--- src/rtl/bzone_input_ctrl.sv ---
// Input conditioning for bzonetop: PS/2 key latches, joystick sync, coin pulse shaper.
// Optional autofire on the fire button is compiled in when AUTOFIRE_EN is defined.
module bzone_input_ctrl #(
  parameter int COIN_PULSE_CYC      = 2500000,
  parameter int COIN_HOLDOFF_CYC    = 5000000,
  parameter int SYNC_STAGES         = 2,
  parameter int AUTOFIRE_PERIOD_CYC = 10000000
) (
  input  logic        clk,
  input  logic        rst_l,
  input  logic [10:0] ps2_key,
  input  logic [15:0] joy,
  input  logic        key_clr,
  input  logic        autofire_on,
  output logic [7:0]  buttons_n,
  output logic        coin_busy
);

  localparam int CNT_MAX = (COIN_PULSE_CYC > COIN_HOLDOFF_CYC) ? COIN_PULSE_CYC : COIN_HOLDOFF_CYC;
  localparam int CNT_W   = $clog2(CNT_MAX + 1);

  typedef enum logic [1:0] {
    COIN_IDLE    = 2'd0,
    COIN_PULSE   = 2'd1,
    COIN_HOLDOFF = 2'd2
  } coin_state_e;

  // Request vectors use the output bit order {right, left, start1, start2, fire, coin, thrust, shield}.
  logic [7:0] key_q, key_d;
  logic [SYNC_STAGES-1:0][7:0] joy_sync_q;
  logic [7:0] joy_vec, joy_s, req;
  logic       prev_tog_q, prime_q, ps2_event;
  logic       dec_hit;
  logic [2:0] dec_idx;
  coin_state_e state_q, state_d;
  logic [CNT_W-1:0] cnt_q, cnt_d;
  logic       coin_prev_q, coin_req, coin_rise;
  logic       fire_gate;
  logic [7:0] btn_d;
  logic       busy_d;
  logic       unused_joy;

  assign joy_vec    = {joy[0], joy[1], joy[7], joy[9], joy[4], joy[8], joy[5], joy[6]};
  assign unused_joy = ^{joy[15:10], joy[3:2]};
  assign joy_s      = joy_sync_q[SYNC_STAGES-1];
  assign req        = key_q | joy_s;
  assign coin_req   = req[2];
  assign coin_rise  = coin_req & ~coin_prev_q;
  // prime_q masks the toggle comparison on the first clock out of reset.
  assign ps2_event  = prime_q && (ps2_key[10] != prev_tog_q);

  always_comb begin
    dec_hit = 1'b0;
    dec_idx = 3'd0;
    case ({ps2_key[8], ps2_key[7:0]})
      9'h023, 9'h074, 9'h174: begin dec_hit = 1'b1; dec_idx = 3'd7; end
      9'h01C, 9'h06B, 9'h16B: begin dec_hit = 1'b1; dec_idx = 3'd6; end
      9'h005, 9'h016:         begin dec_hit = 1'b1; dec_idx = 3'd5; end
      9'h006, 9'h01E:         begin dec_hit = 1'b1; dec_idx = 3'd4; end
      9'h03A, 9'h014:         begin dec_hit = 1'b1; dec_idx = 3'd3; end
      9'h004, 9'h02E, 9'h036: begin dec_hit = 1'b1; dec_idx = 3'd2; end
      9'h04B, 9'h011:         begin dec_hit = 1'b1; dec_idx = 3'd1; end
      9'h042, 9'h029:         begin dec_hit = 1'b1; dec_idx = 3'd0; end
      default: ;
    endcase
  end

  always_comb begin
    key_d = key_q;
    if (key_clr) begin
      key_d = '0;
    end else if (ps2_event && dec_hit) begin
      key_d[dec_idx] = ps2_key[9];
    end
  end

  always_comb begin
    state_d = state_q;
    cnt_d   = cnt_q;
    if (key_clr) begin
      state_d = COIN_IDLE;
      cnt_d   = '0;
    end else begin
      case (state_q)
        COIN_IDLE: begin
          if (coin_rise) begin
            state_d = COIN_PULSE;
            cnt_d   = CNT_W'(COIN_PULSE_CYC - 1);
          end
        end
        COIN_PULSE: begin
          if (cnt_q == '0) begin
            state_d = COIN_HOLDOFF;
            cnt_d   = CNT_W'(COIN_HOLDOFF_CYC - 1);
          end else begin
            cnt_d = cnt_q - CNT_W'(1);
          end
        end
        COIN_HOLDOFF: begin
          if (cnt_q == '0) begin
            state_d = COIN_IDLE;
          end else begin
            cnt_d = cnt_q - CNT_W'(1);
          end
        end
        default: begin
          state_d = COIN_IDLE;
          cnt_d   = '0;
        end
      endcase
    end
  end

`ifdef AUTOFIRE_EN
  localparam int AF_W = $clog2(AUTOFIRE_PERIOD_CYC + 1);
  logic [AF_W-1:0] af_cnt_q, af_cnt_d;
  logic            af_phase_q, af_phase_d;

  // Phase 0 = fire asserted; the counter restarts whenever fire is released.
  always_comb begin
    af_cnt_d   = '0;
    af_phase_d = 1'b0;
    if (req[3]) begin
      if (af_cnt_q == AF_W'(AUTOFIRE_PERIOD_CYC - 1)) begin
        af_phase_d = ~af_phase_q;
      end else begin
        af_cnt_d   = af_cnt_q + AF_W'(1);
        af_phase_d = af_phase_q;
      end
    end
  end

  always_ff @(posedge clk or negedge rst_l) begin
    if (!rst_l) begin
      af_cnt_q   <= '0;
      af_phase_q <= 1'b0;
    end else begin
      af_cnt_q   <= af_cnt_d;
      af_phase_q <= af_phase_d;
    end
  end

  assign fire_gate = ~(autofire_on & af_phase_q);
`else
  logic unused_autofire;
  assign unused_autofire = autofire_on;
  assign fire_gate       = 1'b1;
`endif

  // key_clr masks key and coin contributions immediately so the outputs drop on the same edge.
  always_comb begin
    btn_d    = (key_clr ? 8'h00 : key_q) | joy_s;
    btn_d[2] = (state_q == COIN_PULSE) && !key_clr;
    btn_d[3] = btn_d[3] & fire_gate;
    busy_d   = (state_q != COIN_IDLE) && !key_clr;
  end

  always_ff @(posedge clk or negedge rst_l) begin
    if (!rst_l) begin
      prev_tog_q  <= 1'b0;
      prime_q     <= 1'b0;
      key_q       <= '0;
      joy_sync_q  <= '0;
      state_q     <= COIN_IDLE;
      cnt_q       <= '0;
      coin_prev_q <= 1'b0;
      buttons_n   <= 8'hFF;
      coin_busy   <= 1'b0;
    end else begin
      prev_tog_q    <= ps2_key[10];
      prime_q       <= 1'b1;
      key_q         <= key_d;
      joy_sync_q[0] <= joy_vec;
      for (int i = 1; i < SYNC_STAGES; i++) begin
        joy_sync_q[i] <= joy_sync_q[i-1];
      end
      state_q     <= state_d;
      cnt_q       <= cnt_d;
      coin_prev_q <= coin_req;
      buttons_n   <= ~btn_d;
      coin_busy   <= busy_d;
    end
  end

endmodule

--- config.mk ---
export PLATFORM = sky130hd
export DESIGN_NAME = bzone_input_ctrl
export DESIGN_NICKNAME = d
export VERILOG_FILES = /design/src/rtl/bzone_input_ctrl.sv
export SDC_FILE = /design/constraint.sdc
export NUM_CORES = 1
export LEC_CHECK = 0
export CAP_MARGIN = 10
export CORE_ASPECT_RATIO = 1.4
export CORE_MARGIN = 1
export CORE_UTILIZATION = 40
export DETAILED_ROUTE_END_ITERATION = 12
export PLACE_DENSITY = 0.63
export SETUP_SLACK_MARGIN = 0.15
export SYNTH_ARGS = -nofsm -noshare
export SYNTH_HDL_FRONTEND = slang
export SYNTH_SLANG_ARGS = --single-unit
--- constraint.sdc ---
create_clock -name clk -period 7.34 [get_ports clk]
set_clock_uncertainty 0.2 [all_clocks]
set_input_delay 1.468 -clock clk [delete_from_list [all_inputs] [get_ports clk]]
set_output_delay 1.468 -clock clk [all_outputs]
set_load 0.005 [all_outputs]
==> report_table.html <==
<table>
<tr><th>Metric</th><th>Value</th></tr>
<tr><th colspan="2">Clock tree</th></tr>
<tr><td>Maximum clock insertion buffer count</td><td>2</td></tr>
<tr><td>Cell at the root of the clock tree</td><td>sky130_fd_sc_hd__clkbuf_8</td></tr>
<tr><td>Clock transition at the register clock pins on the worst setup and hold paths after CTS</td><td>0.06 ns</td></tr>
<tr><td>Post-CTS resize count</td><td>0</td></tr>
<tr><td>CTS tree</td><td>done</td></tr>
<tr><td># clock sinks</td><td>61</td></tr>
<tr><td>Post-cts hold buffer count</td><td>0</td></tr>
<tr><td>Post-CTS setup repair buffer count</td><td>0</td></tr>
<tr><td>Number of CTS-inserted buffers</td><td>9</td></tr>
<tr><td>Clock latency reported for the late side of the worst-skew pair</td><td>0.34 ns</td></tr>
<tr><td>Maximum level of the CTS H-tree</td><td>3</td></tr>
<tr><th colspan="2">STA</th></tr>
<tr><td>Crit share post-route</td><td>51.82%</td></tr>
<tr><td>Total Negative Setup Slacks</td><td>0 ns</td></tr>
<tr><td>Final min period</td><td>3.803 ns</td></tr>
<tr><td>Count of pins over their slew limit</td><td>0</td></tr>
<tr><td>Endpoints failing setup</td><td>0</td></tr>
<tr><td>Transition time of the tightest slew-check pin</td><td>0.8599 ns</td></tr>
<tr><td>RSZ-0062 raised after global routing</td><td>false</td></tr>
<tr><td>Maximum operating frequency</td><td>262.9 MHz</td></tr>
<tr><td>Worst slew margin</td><td>42.07%</td></tr>
<tr><td>Final hold violations</td><td>0</td></tr>
<tr><th colspan="2">GRT</th></tr>
<tr><td>Total overflow reported by the global router</td><td>0</td></tr>
<tr><td>Maximum number of pins on one net before global-route repair</td><td>62</td></tr>
<tr><td>All-layer global routing usage</td><td>18.89%</td></tr>
<tr><td>Antenna violations before repair</td><td>0</td></tr>
<tr><td>Global-route wire length before repair</td><td>12,100 µm</td></tr>
<tr><td>Number of global-route vias before repair</td><td>2,572</td></tr>
<tr><th colspan="2">Synthesis</th></tr>
<tr><td>Ys Warns</td><td>0</td></tr>
<tr><td>Number of flops mapped to enable cells by yosys</td><td>0</td></tr>
<tr><td>Post-synthesis sequential area ratio</td><td>48.42%</td></tr>
<tr><td>Cell with the most instances after synthesis</td><td>sky130_fd_sc_hd__dfrtp_1</td></tr>
<tr><td>Top flip-flop cell by instance count after synthesis</td><td>sky130_fd_sc_hd__dfrtp_1</td></tr>
<tr><td>Library cell with the largest summed area after synthesis</td><td>sky130_fd_sc_hd__dfrtp_1</td></tr>
<tr><td>Post-synthesis sequential element count</td><td>61</td></tr>
<tr><td>Cell area after technology mapping</td><td>0.003173 mm²</td></tr>
<tr><td>Cells taking the most area after synthesis</td><td>sky130_fd_sc_hd__dfrtp_1, sky130_fd_sc_hd__dfstp_2, sky130_fd_sc_hd__a21oi_1</td></tr>
<tr><td>Synth Area per Inst</td><td>9.824 µm²</td></tr>
<tr><td>Async set-or-reset flop fraction in the synthesized netlist</td><td>100.0%</td></tr>
<tr><td>Post-Syn Instances</td><td>323</td></tr>
<tr><td>Cell types with the highest counts after synthesis</td><td>sky130_fd_sc_hd__dfrtp_1, sky130_fd_sc_hd__a21oi_1, sky130_fd_sc_hd__nor2_1, sky130_fd_sc_hd__nand2_1, sky130_fd_sc_hd__nor3_1</td></tr>
<tr><td>Area fraction of the dominant cell type after synthesis</td><td>41.80%</td></tr>
<tr><td>Post-synth net total</td><td>356</td></tr>
<tr><td>Yosys cell types</td><td>69</td></tr>
<tr><th colspan="2">Final layout</th></tr>
<tr><td>Fraction of final layout cells with drive strength greater than 1</td><td>11.61%</td></tr>
<tr><td>Area growth from synthesis to layout</td><td>16.64%</td></tr>
<tr><td>Fill cell total of the finished layout</td><td>756</td></tr>
<tr><td>Final Net Count</td><td>381</td></tr>
<tr><td>Number of diodes</td><td>0</td></tr>
<tr><td>Fin util</td><td>48.05%</td></tr>
<tr><th colspan="2">Pwr</th></tr>
<tr><td>P per Cell Area</td><td>209.1 mW/mm²</td></tr>
<tr><td>Leak</td><td>1.540 nW</td></tr>
<tr><td>Max IR drop VDD</td><td>0.08760 mV</td></tr>
<tr><th colspan="2">Detailed routing</th></tr>
<tr><td>Avg Vias per Cell</td><td>5.768</td></tr>
<tr><td>Via count of the routed design</td><td>2,613</td></tr>
<tr><td>Final WL</td><td>7234 µm</td></tr>
<tr><td>Number of optimization iterations in the first detailed-route pass</td><td>5</td></tr>
<tr><td>First DRT Iteration DRCs</td><td>126</td></tr>
<tr><td>Total DRC errors in the routed layout</td><td>0</td></tr>
<tr><td>Antenna viol nets, final</td><td>0</td></tr>
<tr><td>Post-DR wirelength/cell</td><td>15.97 µm</td></tr>
<tr><th colspan="2">Placed design</th></tr>
<tr><td>Post-DP HPWL</td><td>4949 µm</td></tr>
<tr><td>Global placer's final weighted congestion</td><td>0.8270</td></tr>
<tr><td>Count of buffers from port buffering</td><td>30</td></tr>
<tr><th colspan="2">Status</th></tr>
<tr><td>Result of the run</td><td>completed</td></tr>
<tr><th colspan="2">Worst hold path</th></tr>
<tr><td>Instance count along the most critical hold path</td><td>0</td></tr>
<tr><td>Source of the worst hold timing path</td><td>joy_sync_q[7]</td></tr>
<tr><td>Hold/Removal Path Class</td><td>flop to flop</td></tr>
<tr><th colspan="2">Floorplanning</th></tr>
<tr><td>Area of the core</td><td>0.007702 mm²</td></tr>
<tr><td>Initial Util</td><td>41.20%</td></tr>
<tr><td>Chip height</td><td>107.4 µm</td></tr>
<tr><td>Ports</td><td>40</td></tr>
<tr><td>Horizontal die dimension</td><td>77.28 µm</td></tr>
<tr><td>Floorplan row count</td><td>38</td></tr>
<tr><td>Area of the die</td><td>0.008298 mm²</td></tr>
<tr><th colspan="2">Critical path</th></tr>
<tr><td>CP most frequent cell</td><td>sky130_fd_sc_hd__nor2_1</td></tr>
<tr><td>CP peak stage delay</td><td>0.72 ns</td></tr>
<tr><td>Worst-path maximum fanout</td><td>17</td></tr>
<tr><td>Worst EP arrival</td><td>3.83 ns</td></tr>
<tr><td>Crit-path leading delay family</td><td>buffers and inverters</td></tr>
<tr><td>Worst path bufs/invs</td><td>2</td></tr>
<tr><td>CP cell instances</td><td>clkdlybuf4s50_1 -&gt; nor2_1 -&gt; o21ai_0 -&gt; a21oi_2 -&gt; buf_4 -&gt; nor2_1 -&gt; a22o_1</td></tr>
<tr><td>Kind of critical path</td><td>input pin to flop</td></tr>
<tr><td>Levels on crit path</td><td>7</td></tr>
<tr><td>Required @ worst endpoint</td><td>7.36 ns</td></tr>
<tr><td>R2R Path End</td><td>cnt_q[13]</td></tr>
<tr><td>Endpoint of the most critical setup path</td><td>cnt_q[13]</td></tr>
<tr><td>Critical path startpoint</td><td>key_clr</td></tr>
<tr><td>Length in cells of the worst reg-to-reg path</td><td>7</td></tr>
<tr><td>Element type at the critical path end</td><td>flop</td></tr>
<tr><td>R2R Setup Slk</td><td>4.24 ns</td></tr>
<tr><td>Start of the worst register-to-register path</td><td>cnt_q[15]</td></tr>
<tr><td>Slowest stage cell on the critical path</td><td>sky130_fd_sc_hd__clkdlybuf4s50_1</td></tr>
<tr><td>Critical Path Start Type</td><td>input pin</td></tr>
<tr><th colspan="2">Flow run</th></tr>
<tr><td>Max capacitance violation total</td><td>0</td></tr>
</table>
through the flow:
stage          total power, mW  setup WS, ns  area, µm²  cells  hold slack [ns]
4_1_cts                 0.7854         3.585       3701    453           0.1494
3_5_place_dp            0.4941         3.228       3513    437           0.1381
3_3_place_gp            0.4904         3.265       3513    437           0.1336
6_report                0.7739         3.537       3701    453           0.1464
5_1_grt                 0.8141         3.389       3701    453           0.1512
2_1_floorplan           0.4519         4.081       3173    323           0.1312
cells in the final DEF (no fill, tap or decap), types with 10 or more instances in the layout:
| cell type | instances |
|---|---|
| sky130_fd_sc_hd__nor2_1 | 23 |
| sky130_fd_sc_hd__inv_1 | 10 |
| sky130_fd_sc_hd__a31oi_1 | 11 |
| sky130_fd_sc_hd__or3_1 | 10 |
| sky130_fd_sc_hd__a21oi_1 | 29 |
| sky130_fd_sc_hd__dfrtp_1 | 53 |
| sky130_fd_sc_hd__clkbuf_8 | 10 |
| sky130_fd_sc_hd__nand2_1 | 21 |
| sky130_fd_sc_hd__clkdlybuf4s50_1 | 29 |
| sky130_fd_sc_hd__nor3_1 | 12 |
state kept, by name (all words and copies together), names as in the netlist:
name / cells
buttons_n: 8
cnt_q: 23
prime_q: 1
state_q: 2
key_q: 8
coin_busy: 1
joy_s: 8
joy_sync_q: 8
prev_tog_q: 1
coin_prev_q: 1
how the worst min path moves through the flow:
| stage | end | slack (ns) |
|---|---|---|
| global placement | joy_s[3] | 0.13 |
| finish | joy_s[7] | 0.15 |
| floorplan | joy_s[0] | 0.13 |
| global route | joy_s[5] | 0.15 |
| CTS | joy_s[7] | 0.15 |
| detailed placement | joy_s[6] | 0.14 |
per-layer routing:
layer | track usage (%) | wire length [µm] | vias to the layer above
met1 | 21.19 | 3013 | 1313
li1 | - | - | 1240
met3 | 4.661 | 245 | 9
met2 | 33.25 | 3864 | 51
met5 | 0 | 0 | -
met4 | 9.030 | 110 | 0
final cells by class:
class	instances	area, µm²	share of cell area (%)
tap	100	125.1	3.381
timing repair buffer	32	310.3	8.384
multi-input combinational	234	1504	40.64
clock buffer	14	152.6	4.124
clock inverter	2	35.03	0.9466
sequential	61	1536	41.51
inverter	10	37.54	1.014
where the power goes:
part | leakage [nW] | switching [mW] | internal, mW
logic | 0.686 | 0.0677 | 0.0481
registers | 0.759 | 0.0163 | 0.357
clock network | 0.0947 | 0.119 | 0.166
total | 1.54 | 0.203 | 0.571
kinds of logic after synthesis:
group | count (synthesis) | share of synthesized area (%)
fa+ha+maj | 2 | 0.7885
simple gates | 123 | 22.99
xor+xnor | 3 | 0.8282
other cells | 1 | 0.1182
mux | 6 | 1.893
compound gates | 99 | 20.78
flops | 61 | 48.42
buf+inv | 28 | 4.180
Note: power is estimated with default switching activity, not from simulation.
